===== src/rtl/drive_cmd_arbiter.sv =====
// Command sequencer between the UART receiver and the motor PWM/steering stage:
// byte decode, steering source arbitration, command watchdog and duty ramp.
module drive_cmd_arbiter #(
    parameter int           N           = 32,
    parameter logic [N-1:0] DUTY_H      = N'(32'd1288490188),
    parameter logic [N-1:0] DUTY_L      = N'(32'd2791728742),
    parameter logic [N-1:0] DUTY_M      = N'(32'd2147483648),
    parameter logic [N-1:0] RAMP_STEP   = N'(32'd42949673),
    parameter int           RAMP_DIV    = 50000,
    parameter int           WDOG_CYCLES = 25000000
) (
    input  logic         clk,
    input  logic         rst_n,
    input  logic         rdsig,
    input  logic [7:0]   data,
    input  logic [2:0]   sensor_dir,
    input  logic [2:0]   vision_dir,
    input  logic         vision_valid,
    output logic         left,
    output logic         stright,
    output logic         right,
    output logic [N-1:0] duty,
    output logic [1:0]   mode,
    output logic         fault
);

    localparam logic [1:0] MODE_IDLE   = 2'd0;
    localparam logic [1:0] MODE_MANUAL = 2'd1;
    localparam logic [1:0] MODE_SENSOR = 2'd2;
    localparam logic [1:0] MODE_VISION = 2'd3;

    localparam int             WW       = $clog2(WDOG_CYCLES + 1);
    localparam logic [WW-1:0]  WDOG_MAX = WW'(WDOG_CYCLES);
    localparam logic [WW-1:0]  WDOG_ONE = WW'(1);
    localparam int             DW       = (RAMP_DIV > 1) ? $clog2(RAMP_DIV) : 1;
    localparam logic [DW-1:0]  DIV_LAST = DW'(RAMP_DIV - 1);
    localparam logic [DW-1:0]  DIV_ONE  = DW'(1);

    // Direction codes are {left, straight, right}; more than one bit set is unsafe.
    function automatic logic multi_hot(input logic [2:0] v);
        return (v[0] & v[1]) | (v[0] & v[2]) | (v[1] & v[2]);
    endfunction

    logic [1:0]    mode_r;
    logic [2:0]    latch_r;
    logic [2:0]    vision_r;
    logic [N-1:0]  target_r;
    logic [N-1:0]  duty_r;
    logic [WW-1:0] wdog_r;
    logic [DW-1:0] div_r;
    logic [1:0]    mode_out_r;
    logic [2:0]    dir_out_r;
    logic          fault_r;

    logic          mode_byte_s;
    logic [1:0]    mode_next_s;
    logic          steer_byte_s;
    logic [2:0]    steer_val_s;
    logic          duty_byte_s;
    logic [N-1:0]  duty_val_s;
    logic          known_s;
    logic          refresh_s;
    logic          expired_s;
    logic [2:0]    sel_s;
    logic [2:0]    dir_next_s;
    logic          tick_s;
    logic [N-1:0]  diff_s;
    logic [N-1:0]  ramp_next_s;

    // Byte decoder: only strobed bytes produce any command.
    always_comb begin
        mode_byte_s  = 1'b0;
        mode_next_s  = MODE_IDLE;
        steer_byte_s = 1'b0;
        steer_val_s  = 3'b000;
        duty_byte_s  = 1'b0;
        duty_val_s   = '0;
        if (rdsig) begin
            case (data)
                8'h31: begin mode_byte_s = 1'b1; mode_next_s = MODE_MANUAL; end
                8'h32: begin mode_byte_s = 1'b1; mode_next_s = MODE_SENSOR; end
                8'h33: begin mode_byte_s = 1'b1; mode_next_s = MODE_VISION; end
                8'h57: begin steer_byte_s = 1'b1; steer_val_s = 3'b010; end
                8'h41: begin steer_byte_s = 1'b1; steer_val_s = 3'b100; end
                8'h44: begin steer_byte_s = 1'b1; steer_val_s = 3'b001; end
                8'h53: begin steer_byte_s = 1'b1; steer_val_s = 3'b000; end
                8'h48: begin duty_byte_s = 1'b1; duty_val_s = DUTY_H; end
                8'h4C: begin duty_byte_s = 1'b1; duty_val_s = DUTY_L; end
                8'h4E: begin duty_byte_s = 1'b1; duty_val_s = DUTY_M; end
                default: begin mode_byte_s = 1'b0; end
            endcase
        end else begin
            mode_byte_s = 1'b0;
        end
        known_s = mode_byte_s | steer_byte_s | duty_byte_s;
    end

    // Watchdog refresh sources; IDLE and SENSOR keep the counter pinned at zero.
    always_comb begin
        case (mode_r)
            MODE_MANUAL: refresh_s = known_s;
            MODE_VISION: refresh_s = mode_byte_s | vision_valid;
            default:     refresh_s = 1'b1;
        endcase
    end

    // Steering source selection with the watchdog and one-hot safety guard.
    always_comb begin
        case (mode_r)
            MODE_MANUAL: sel_s = latch_r;
            MODE_SENSOR: sel_s = sensor_dir;
            MODE_VISION: sel_s = vision_r;
            default:     sel_s = 3'b000;
        endcase
        expired_s = ((mode_r == MODE_MANUAL) || (mode_r == MODE_VISION)) && (wdog_r == WDOG_MAX);
        if (expired_s || multi_hot(sel_s)) begin
            dir_next_s = 3'b000;
        end else begin
            dir_next_s = sel_s;
        end
    end

    // Ramp step: compare the distance first so the add/subtract can never wrap or overshoot.
    always_comb begin
        tick_s = (div_r == DIV_LAST);
        if (target_r >= duty_r) begin
            diff_s = target_r - duty_r;
        end else begin
            diff_s = duty_r - target_r;
        end
        if (diff_s <= RAMP_STEP) begin
            ramp_next_s = target_r;
        end else if (target_r > duty_r) begin
            ramp_next_s = duty_r + RAMP_STEP;
        end else begin
            ramp_next_s = duty_r - RAMP_STEP;
        end
    end

    // Command state: mode, manual latch, duty target, held vision direction.
    always_ff @(posedge clk or negedge rst_n) begin
        if (!rst_n) begin
            mode_r   <= MODE_IDLE;
            latch_r  <= 3'b000;
            target_r <= '0;
            vision_r <= 3'b000;
        end else begin
            if (mode_byte_s) begin
                mode_r <= mode_next_s;
            end
            if (mode_byte_s && (mode_next_s == MODE_MANUAL)) begin
                latch_r <= 3'b000;
            end else if (steer_byte_s && (mode_r == MODE_MANUAL)) begin
                latch_r <= steer_val_s;
            end
            if (duty_byte_s) begin
                target_r <= duty_val_s;
            end
            if (vision_valid) begin
                vision_r <= vision_dir;
            end
        end
    end

    // Saturating watchdog; a refresh on the expiry edge wins.
    always_ff @(posedge clk or negedge rst_n) begin
        if (!rst_n) begin
            wdog_r <= '0;
        end else if (refresh_s) begin
            wdog_r <= '0;
        end else if (wdog_r != WDOG_MAX) begin
            wdog_r <= wdog_r + WDOG_ONE;
        end
    end

    // Free-running tick divider and rate-limited duty register.
    always_ff @(posedge clk or negedge rst_n) begin
        if (!rst_n) begin
            div_r  <= '0;
            duty_r <= '0;
        end else begin
            div_r <= tick_s ? '0 : div_r + DIV_ONE;
            if (tick_s) begin
                duty_r <= ramp_next_s;
            end
        end
    end

    // Registered status and steering outputs.
    always_ff @(posedge clk or negedge rst_n) begin
        if (!rst_n) begin
            mode_out_r <= MODE_IDLE;
            dir_out_r  <= 3'b000;
            fault_r    <= 1'b0;
        end else begin
            mode_out_r <= mode_r;
            dir_out_r  <= dir_next_s;
            fault_r    <= expired_s;
        end
    end

    assign left    = dir_out_r[2];
    assign stright = dir_out_r[1];
    assign right   = dir_out_r[0];
    assign duty    = duty_r;
    assign mode    = mode_out_r;
    assign fault   = fault_r;

endmodule


===== config.mk =====
export PLATFORM = sky130hd
export DESIGN_NAME = drive_cmd_arbiter
export DESIGN_NICKNAME = d
export VERILOG_FILES = /design/src/rtl/drive_cmd_arbiter.sv
export SDC_FILE = /design/constraint.sdc
export NUM_CORES = 1
export LEC_CHECK = 0
export CAP_MARGIN = 20
export CORE_ASPECT_RATIO = 0.75
export CORE_MARGIN = 5
export CORE_UTILIZATION = 55
export DETAILED_ROUTE_END_ITERATION = 8
export PLACE_DENSITY = 0.75
export SYNTH_ARGS = -nofsm -noshare
export SYNTH_HDL_FRONTEND = slang
export SYNTH_SLANG_ARGS = --single-unit

===== constraint.sdc =====
create_clock -name clk -period 6.9 [get_ports clk]
set_input_delay 1.035 -clock clk [delete_from_list [all_inputs] [get_ports clk]]
set_output_delay 1.035 -clock clk [all_outputs]
set_load 0.005 [all_outputs]

### Yosys cells after proc, flatten, opt, wreduce, memory -nomap -nowiden

Index checks and enable logic that the tools add are counted.

* $add $sub $neg: 6
* magnitude comparators: 3
* equal/unequal tests: 17
* mux-type cells: 23
* bitwise operators: 8
* reduce and logical (&&, ||, !) cells: 10

Operators by type and width (count)
* 32-bit 2-to-1 mux: 4
* 32-bit one-hot mux with 3 select lines: 1
* 32-bit subtractor: 2
* 8-bit by 7-bit equality test with 1-bit output (second input constant): 7
* 25-bit 2-to-1 mux: 2
* 32-bit by 26-bit adder with 32-bit output (second input constant): 1
* 32-bit greater-or-equal comparator: 1
* 32-bit > comparator: 1
* 32-bit by 26-bit less-or-equal comparator with 1-bit output (second input constant): 1
* 32-bit by 26-bit subtractor with 32-bit output (second input constant): 1
* 25-bit by 1-bit adder with 25-bit output (second input constant): 1
* 25-bit equality test (second input constant): 1
* 25-bit inequality test (second input constant): 1
* 8-bit by 6-bit equality test with 1-bit output (second input constant): 3
* 3-bit one-hot mux with 3 select lines: 2
* 16-bit by 1-bit adder with 16-bit output (second input constant): 1
* 16-bit equality test (second input constant): 1
* 16-bit 2-to-1 mux: 1
* 3-bit 2-to-1 mux: 4
* 1-bit 2-to-1 mux: 6
* 2-bit one-hot mux with 3 select lines: 1
* 3-bit OR reduction: 2
* 1-bit bitwise OR: 5
* 2-bit by 1-bit equality test with 1-bit output (second input constant): 2
* 8 further kinds: 15

* bits in registers: 119
* input port bits: 18
* output and inout bits: 38
* logic and storage cells: 77

### Depth between registers and ports, before layout

* depth in word-level cells: 8
* depth in mapped cells: 24
* mapped depth without buffers: 23

### Least setup slack after synthesis

Ideal clock, no wire load.

* kind: register to register
* start: register target_r[29]
* end: register duty_r[31] (netlist: duty[31])
* setup time: 0.138 ns
* arrival: 5.537 ns
* data required time: 6.762 ns
* slack: 1.225 ns
* stages on the path, launching flop included: 24
* buffers on the path: 0
* period minus slack after synthesis: 5.675 ns
* cells stage by stage: dfrtp_1 > inv_1 > fa_1 > nand2b_1 > a2111o_1 > nand3_1 > a21boi_0 > nor2_1 > o21a_1 > inv_1 > ha_1 > a211oi_1 > o21bai_1 > o211ai_1 > a311oi_1 > o32a_1 > o211ai_1 > a31oi_1 > a41o_1 > a21oi_1 > xnor2_1 > and2_1 > o21ai_0 > o221ai_1

* cells in the longest elaborated chain, start to end: 4
* elaborated cells on any way between the ends: 8
* classes of those cells: 2 x add/sub; 3 x order compare; 3 x mux

RTL lines
* from (decl): line 47 `logic [N-1:0] target_r;`
* from (signal assigned): line 157 `target_r <= duty_val_s;`
* 32-bit subtractor, or another cell as far along: line 129 `diff_s = duty_r - target_r;`
* 32-bit 2-to-1 mux: line 126 `if (target_r >= duty_r) begin`
* 32-bit by 26-bit less-or-equal comparator with 1-bit output: line 131 `if (diff_s <= RAMP_STEP) begin`
* 32-bit 2-to-1 mux (*): line 131
* to (signal assigned): line 184 `duty_r <= ramp_next_s;`
* to (decl): line 48 `logic [N-1:0] duty_r;`

Mark *: on every way between the ends. The rest lies on a longest branch, timed or not.
A chain may end at the register's enable or synchronous reset.

### Worst setup path in the final report

* start: register target_r[30]
* end: register duty_r[31] (netlist: duty[31])

Same word-level chain as after synthesis.

==> qor.txt <==
status = complete, no violations
r2r setup slk = 0.71 ns
Area growth syn-to-layout = 11.0%
post-synthesis cell type count = 84
critical path type = flop to flop
num ports = 56
share of flip-flops with an asynchronous set or reset = 1.00
most frequent cells in the layout = nand2_1 (101), dfrtp_1 (91), nor2_1 (90), ha_1 (81), a21oi_1 (75)
M2 GR Usage = 0.392
cells resized by post-CTS repair = 0
Hold Crit Start = div_r[0]
Worst Hold Endpoint = div_r[0]
die area = 0.0191 mm^2
share of cells above drive strength 1 = 0.0545
FP Rows = 40
Overflow after GRT = 0
first-pass GRT wire length = 43.4 mm
fmax = 162 MHz
number of flops mapped to enable cells by yosys = 0
crit path DAT = 6.38 ns
pwr/cell area = 193 mW/mm^2
Max Cap Viol = 0
Yosys warning count = 0
reg-to-reg endpoint = duty[31]
Final Hold Slack = 0.453 ns
commonest non-fill, non-tap cell in the layout = nand2_1
GRT met1 Usage = 0.438
Inserted Diodes = 0
final WL = 26.7 mm
cts hold-fix bufs = 0
RSZ-0062 raised after global routing = false
fin nets = 1252
Clock Sinks = 91
Max-slew headroom = 0.287
register area share after synthesis = 0.252
Setup Fix Bufs, Post-CTS = 0
crit share post-route = 0.897
Hold Vio Cnt, Final = 0
TritonCTS buffer count = 9
fin. max-slew vios = 0
critical path fanouts, max = 18
PortBufs = 55
antenna violations before repair = 0
final setup TNS = 0 ns
Iter 0 DRT Violations = 984
ys flop type = dfrtp_1
TritonCTS clock tree = built
worst r2r src = target_r[30]
CP Capture Type = flop
vias = 8823
Bufs on Longest Clock Path = 2
Yosys reg bits = 91
H-tree depth = 3
DR DRC count = 0
leakage = 4.42 nW
vias in the first global route = 8209
Hold Crit Depth = 1
worst skew pair latency = 0.36 ns
pin count of the biggest net entering global routing = 68
final worst path period need = 6.19 ns
Data required, critical path = 7.10 ns
die height = 121 um
WL/cell = 19.6 um
Hold Crit Class = flop to flop
Die Width = 158 um
Syn Nets = 1220
VDD IR-drop max = 127 uV
Placer Congestion = 0.968
GR peak layer = met1
Avg Cell Area, Syn = 8.08 um^2
post-synthesis cell area = 0.00903 mm^2
cell count after synthesis = 1118
met3 usage = 0.0592
Worst-Margin Slew = 1.04 ns
core footprint = 0.0161 mm^2
post-detail-place hpwl = 20.1 mm
final setup fails = 0
Reg clk slew, reported paths = 0.07 ns
Worst Skew = 0.0120 ns
Initial Utilization = 0.562
routed vias/inst = 6.46
DR pass1 iterations = 5
R2R cell count = 21
Worst Setup Start Kind = flop
All-Layer GR Usage = 0.281
Root Driver = clkbuf_16
Routed Antenna Nets = 0
power breakdown:
| part | total, mW | switching (mW) | internal, mW |
|---|---|---|---|
| combinational | 0.885 | 0.542 | 0.343 |
| clock | 0.490 | 0.236 | 0.254 |
| sequential | 0.560 | 0.0151 | 0.545 |
| total | 1.94 | 0.794 | 1.14 |
critical path, stage by stage (launching register included):
cell and delay [ns]:
dfrtp_1 0.54, ha_1 0.49, and2_1 0.24, a221oi_2 0.41
o211ai_1 0.19, a21bo_2 0.30, o21a_1 0.25, inv_1 0.49
ha_1 0.37, a211oi_1 0.24, o21bai_1 0.14, o211ai_1 0.37
a311oi_1 0.19, o32a_1 0.39, o211ai_1 0.24, a31oi_1 0.18
a41o_1 0.28, a21oi_1 0.17, xnor2_1 0.09, and2_1 0.16
o21ai_0 0.16, o221ai_1 0.13
layout make-up:
cell class,instances,area (um^2)
Inverter,51,191
Fill cell,1434,6040
Tap cell,210,263
Sequential cell,91,2280
Clock buffer,9,225
Multi-Input combinational cell,929,6350
Clock inverter,7,65.1
Timing Repair Buffer,68,653
stage by stage:
step | area (um^2) | power (mW) | setup slack [ns] | std cells | util
6_report | 10000 | 1.94 | 0.712 | 1365 | 0.624
5_1_grt | 10000 | 2.05 | 0.287 | 1365 | 0.624
4_1_cts | 10000 | 1.92 | 0.812 | 1364 | 0.623
3_5_place_dp | 9720 | 1.42 | 0.890 | 1348 | 0.605
3_3_place_gp | 9720 | 1.42 | 1.03 | 1348 | 0.605
2_1_floorplan | 9030 | 1.21 | 1.22 | 1118 | -
registers in the layout (all words and copies together), names as in the netlist:
register and flops:
mode_r 2, div_r 16, fault 1, mode 2, latch_r 3, dir_out_r 3, wdog_r 25, duty 32
target_r 4, vision_r 3
cells by family (layout without fill, tap and decap cells):
| group | count (synthesis) | count (layout) | synth area share |
|---|---|---|---|
| multiplexers | 14 | 14 | 0.0168 |
| adder cells (fa/ha/maj) | 84 | 84 | 0.119 |
| AO/OA/AOI/OAI | 331 | 331 | 0.250 |
| XOR/XNOR | 87 | 87 | 0.0844 |
| AND/OR/NAND/NOR | 413 | 413 | 0.232 |
| flip-flops | 91 | 91 | 0.252 |
| buffers and inverters | 98 | 135 | 0.0454 |
worst max-delay path by stage:
stage                     slack, ns  cells past startpoint          from        to
after floorplan                1.22                     23  target_r[29]  duty[31]
after global placement         1.03                     21  target_r[30]  duty[31]
after detailed placement       0.89                     21  target_r[30]  duty[31]
after CTS                      0.81                     21  target_r[30]  duty[31]
after global routing           0.29                     22  target_r[26]  duty[31]
final                          0.71                     21  target_r[30]  duty[31]
routing by layer:
layer  part of all wire  vias up
li1                   -     4188
met1               0.49     4189
met2               0.40      398
met3              0.089       48
met4              0.019        0
met5                  0        -
synthesized netlist by cell type (4+ instances only):
master      n  area share
xor2_1     47       0.046
nand2_1   101       0.042
and4_1      4      0.0039
o21bai_1    7      0.0058
a21o_1     27       0.022
or2_2       4      0.0028
o211ai_1   13       0.011
nand2b_1   20       0.014
clkbuf_1   27       0.011
a31oi_1    15       0.010
o31a_1      7      0.0068
nand3b_1    5      0.0042
o311ai_1    8      0.0078
a211o_1    10      0.0097
nor3_1     23       0.013
inv_1      50       0.021
a21boi_0    5      0.0042
and2_1     11      0.0076
o311ai_0   12       0.012
nand3_1    61       0.034
a221oi_1    5      0.0048
mux2i_1     5      0.0055
a22oi_1     7      0.0058
a211oi_1   18       0.015
ha_1       81        0.11
or3_1      12      0.0083
o21ai_1     4      0.0022
xnor2_1    40       0.039
nor2b_1    12      0.0083
o21ai_0    60       0.033
dfrtp_1    91        0.25
and3_1     16       0.011
nor4b_1     4      0.0039
nand4b_1   11       0.011
a21oi_1    75       0.042
nor2_1     90       0.037
buf_2      16      0.0089
nor4_1      9      0.0062
nand4_1    11      0.0076
o31ai_1     6      0.0050
o21a_1     13       0.011
a31o_2      5      0.0048
mux2_2      9       0.011
Power figures use the tool's default switching activity.
==> RTL edit 1, RTL diff (config.mk and constraints unchanged) <==
Set the parameter `WDOG_CYCLES` to 6250000 (it was 25000000).
--- a/src/rtl/drive_cmd_arbiter.sv
+++ b/src/rtl/drive_cmd_arbiter.sv
@@ -9,3 +9,3 @@
     parameter int           RAMP_DIV    = 50000,
-    parameter int           WDOG_CYCLES = 25000000
+    parameter int           WDOG_CYCLES = 6250000
 ) (
Formal check against the unedited RTL: no difference found for any inputs over 10 cycles, from zero or initial values and one cycle with rst_n low; that may be too few to reach the edited logic, so the function may still have changed.
==> RTL edit 1 against the original RTL <==
Clock power up 2%. Clock skew fell by 1.6 ps. Worst hold slack gained 2.8 ps. Setup slack better by 11 ps. Routed wire length down 6.7%. Sequential cell count fell by 2. Maximum frequency rose by 0.18%. Power decreased by 3.1%. Design area shrank 2.0%. Synthesized area is 1.9% lower. Core utilization fell by 0.67 points. Critical path type unchanged. Critical endpoint unchanged. Largest cell class unchanged.
==> RTL edit 1: results (changes against the original RTL) <==
| Metric | Value |
|---|---|
| Worst stage delay on the critical path | `560 ps (was 540 ps)` |
| Status | `finished, final reports clean (unchanged)` |
| GP Congestion | `1.01 (was 0.968)` |
| Relative slew slack | `40.0% (was 28.7%)` |
| Synth async-reset ratio | `100% (unchanged)` |
| TritonRoute pass-1 iters | `6 (was 5)` |
| CTS clk-pin slew, worst paths | `about 60 ps` |
| DP Area | `9530 µm² (was 9720 µm²)` |
| M2 GR Usage | `38.2% (was 39.2%)` |
| Initial DRC Count | `937 (was 984)` |
| Setup WS pre-CTS | `882 ps (was 890 ps)` |
| Top_reg_cell synth | `dfrtp_1 (unchanged)` |
| Vias in the first global route | `7,745 (was 8,209)` |
| Routed WL per cell | `18.9 µm (was 19.6 µm)` |
| Distinct cells, synth | `79 (was 84)` |
| Leak | `4.51 nW (was 4.42 nW)` |
| Sequential-to-total area share from yosys stat | `25.1% (was 25.2%)` |
| VDD IR-drop max | `0.171 mV (was 0.127 mV)` |
| Setup Skew | `10.5 ps (was 12.0 ps)` |
| Num CTS Buffers | `9 (unchanged)` |
| Met1 usage | `41.1% (was 43.8%)` |
| Total GRT Usage | `26.7% (was 28.1%)` |
| Grt met3 use | `5.95% (was 5.92%)` |
| Largest net degree at the start of global routing | `66 (was 68)` |
| Layout net count | `1,204 (was 1,252)` |
| Setup TNS | `0 ps (unchanged)` |
| Commonest cells in the netlist | `nor2_1, dfrtp_1, nand2_1 (was nand2_1, dfrtp_1, nor2_1)` |
| Total number of vias | `8,328 (was 8,823)` |
| CP Max Fanout | `14 (was 18)` |
| CTS H-tree depth | `3 (unchanged)` |
| Top post-synthesis cells by area | `dfrtp_1, ha_1, xor2_1 (unchanged)` |
| Global-route wire length before repair | `40.8 mm (was 43.4 mm)` |
| Max clock buf depth | `2 (unchanged)` |
| Hpwl dp | `18.8 mm (was 20.1 mm)` |
| WP data arrival | `6440 ps (was 6380 ps)` |
| Share of cells above drive strength 1 | `5.78% (was 5.45%)` |
-- RTL edit 1: metal layers --
layer  wire [µm]  part of all wire (%)
met4         289                   1.2
met2       10500                    42
met3        2310                   9.3
met1       11800                    47
met5           0                     0
-- RTL edit 1: report_power, final --
part	internal, mW	switching (mW)
logic	0.323	0.511
registers	0.530	0.0116
clock network	0.282	0.219
total	1.13	0.741
-- RTL edit 1: worst paths after layout --
kind	from	end	slack [ps]	depth (start not counted)
worst min-delay path	div_r[0]	div_r[0]	460	1
worst max register to register	target_r[30]	duty[31]	720	22
worst min register to register	div_r[0]	div_r[0]	460	1
min in group asynchronous	rst_n	dir_out_r[1]	580	1
worst max-delay path	target_r[30]	duty[31]	720	22
max in group asynchronous	rst_n	duty[2]	5180	2
-- RTL edit 1: kinds of logic (layout without fill, tap and decap cells) --
| family | after synthesis | after routing | share of synthesized area, % |
|---|---|---|---|
| AND/OR/NAND/NOR | 395 | 395 | 23.2 |
| AO/OA/AOI/OAI | 293 | 293 | 23.3 |
| buffers and inverters | 96 | 134 | 4.69 |
| flip-flops | 89 | 89 | 25.1 |
| XOR/XNOR | 85 | 85 | 8.41 |
| adder cells (fa/ha/maj) | 84 | 84 | 12.1 |
| multiplexers | 27 | 27 | 3.16 |
-- RTL edit 1: metrics by stage --
stage | instances | utilization [%]
2_1_floorplan | 1069 | -
3_3_place_gp | 1301 | 59.9
3_5_place_dp | 1301 | 59.9
4_1_cts | 1317 | 61.7
5_1_grt | 1317 | 61.7
6_report | 1317 | 61.7
-- RTL edit 1: final cells by class --
class                   count  area, µm²
clock buffers              10        229
clock inverters             6       66.3
fillers                  1435       6090
inverters                  54        203
multi-input cells         884       6220
flip-flops and latches     89       2230
well taps                 210        263
repair buffers             64        616
==> RTL edit 2, RTL diff (same flow settings) <==
Without the edit above. Add an input register stage for `vision_valid`; this delays it by one clock. The other inputs are not delayed to match.
--- a/src/rtl/drive_cmd_arbiter.sv
+++ b/src/rtl/drive_cmd_arbiter.sv
@@ -38,2 +38,8 @@
 
+    logic vision_valid_q;
+
+    always_ff @(posedge clk) begin
+        vision_valid_q <= vision_valid;
+    end
+
     // Direction codes are {left, straight, right}; more than one bit set is unsafe.
@@ -101,3 +107,3 @@
             MODE_MANUAL: refresh_s = known_s;
-            MODE_VISION: refresh_s = mode_byte_s | vision_valid;
+            MODE_VISION: refresh_s = mode_byte_s | vision_valid_q;
             default:     refresh_s = 1'b1;
@@ -158,3 +164,3 @@
             end
-            if (vision_valid) begin
+            if (vision_valid_q) begin
                 vision_r <= vision_dir;
Function: changed (a bounded check fails within 4 cycles, from zero or initial values and one cycle with rst_n low).
==> RTL edit 2 against the original RTL <==
Design area grew 2.7%. Count of clock-buffer cells in the layout stayed put. Routed wire length is 2.6% higher. Sequential cell count grew 1. Non-clock buffer count stayed put. Highest routed layer unchanged. Via count is 1.1% higher. Synthesized area rose by 2.8%. Synthesized cell count up 1.5%. Power grew 1.1%. Sequential power increased by 6.1%. Setup slack got worse by 170 ps.
==> RTL edit 2: results (changes against the original RTL) <==
| Metric | Value |
|---|---|
| Status | `finished, final reports clean (unchanged)` |
| VDD IR-drop max | `0.109 mV (was 0.127 mV)` |
| Sequential-to-total area share from yosys stat | `24.7% (was 25.2%)` |
| Setup WS pre-CTS | `658 ps (was 890 ps)` |
| M2 GR Usage | `38.5% (was 39.2%)` |
| Leak | `4.48 nW (was 4.42 nW)` |
| Vias in the first global route | `8,422 (was 8,209)` |
| FF-to-FF setup slack | `550 ps (was 710 ps)` |
| Largest net degree at the start of global routing | `75 (was 68)` |
| Share of cells above drive strength 1 | `6.31% (was 5.45%)` |
| Distinct cells, synth | `94 (was 84)` |
| P_seq | `594 µW (was 560 µW)` |
| Worst-Margin Slew | `987 ps (was 1040 ps)` |
| Initial DRC Count | `949 (was 984)` |
| GP Congestion | `1.00 (was 0.968)` |
| Met2 routed WL | `10.6 mm (was 10.8 mm)` |
| TritonRoute pass-1 iters | `8 (was 5)` |
| Grt met3 use | `9.84% (was 5.92%)` |
| Layout net count | `1,270 (was 1,252)` |
| Post-route met1 wirelength | `13.4 mm (was 13.0 mm)` |
| Worst stage delay on the critical path | `590 ps (was 540 ps)` |
| Net Count, Synth | `1,237 (was 1,220)` |
| Synth async-reset ratio | `98.9% (was 100%)` |
| Critical-path top delay cell | `o41ai_1 (was dfrtp_1)` |
| CP Max Fanout | `13 (was 18)` |
| Comb. pwr | `835 µW (was 885 µW)` |
| Sequential power share | `30.3% (was 28.9%)` |
| Global-route wire length before repair | `45.1 mm (was 43.4 mm)` |
| Final Non-Filler Cells | `1,388 (was 1,365)` |
| Cells after synthesis | `1,135 (was 1,118)` |
| DR WL met3 | `3.11 mm (was 2.37 mm)` |
| Hpwl dp | `21.2 mm (was 20.1 mm)` |
| Setup Skew | `9.62 ps (was 12.0 ps)` |
| Commonest cells in the netlist | `nand2_1, nor2_1, dfrtp_1 (was nand2_1, dfrtp_1, nor2_1)` |
| Top post-synthesis cells by area | `dfrtp_1, ha_1, a21oi_1 (was dfrtp_1, ha_1, xor2_1)` |
| Total GRT Usage | `28.3% (was 28.1%)` |
| Routed WL per cell | `19.7 µm (was 19.6 µm)` |
| Filler cells | `1,487 (was 1,434)` |
| DP Area | `9980 µm² (was 9720 µm²)` |
-- RTL edit 2: cell count changes after synthesis, sizes merged, moves of 7 or more --
cell    unedited run  this run
a221o              1        10
buf               20        12
clkbuf            27        34
inv               50        69
nand3             61        45
nor3              24        17
xor2              47        40
-- RTL edit 2: area by class of cell --
| class | instances | share of cell area (%) |
|---|---|---|
| well taps | 215 | 2.61 |
| inverters | 69 | 2.52 |
| flip-flops and latches | 92 | 22.3 |
| repair buffers | 68 | 6.27 |
| clock buffers | 9 | 2.19 |
| multi-input cells | 928 | 63.2 |
| clock inverters | 7 | 0.887 |
-- RTL edit 2: cells by family after synthesis --
group | after synthesis | share of synthesized area [%]
AOI/OAI and AO/OA | 344 | 26.4
muxes | 13 | 1.44
buffers and inverters | 115 | 5.23
DFF | 92 | 24.7
adders and majority gates | 84 | 11.6
xor gates and xnor gates | 79 | 7.45
and+or+nand+nor | 408 | 23.2
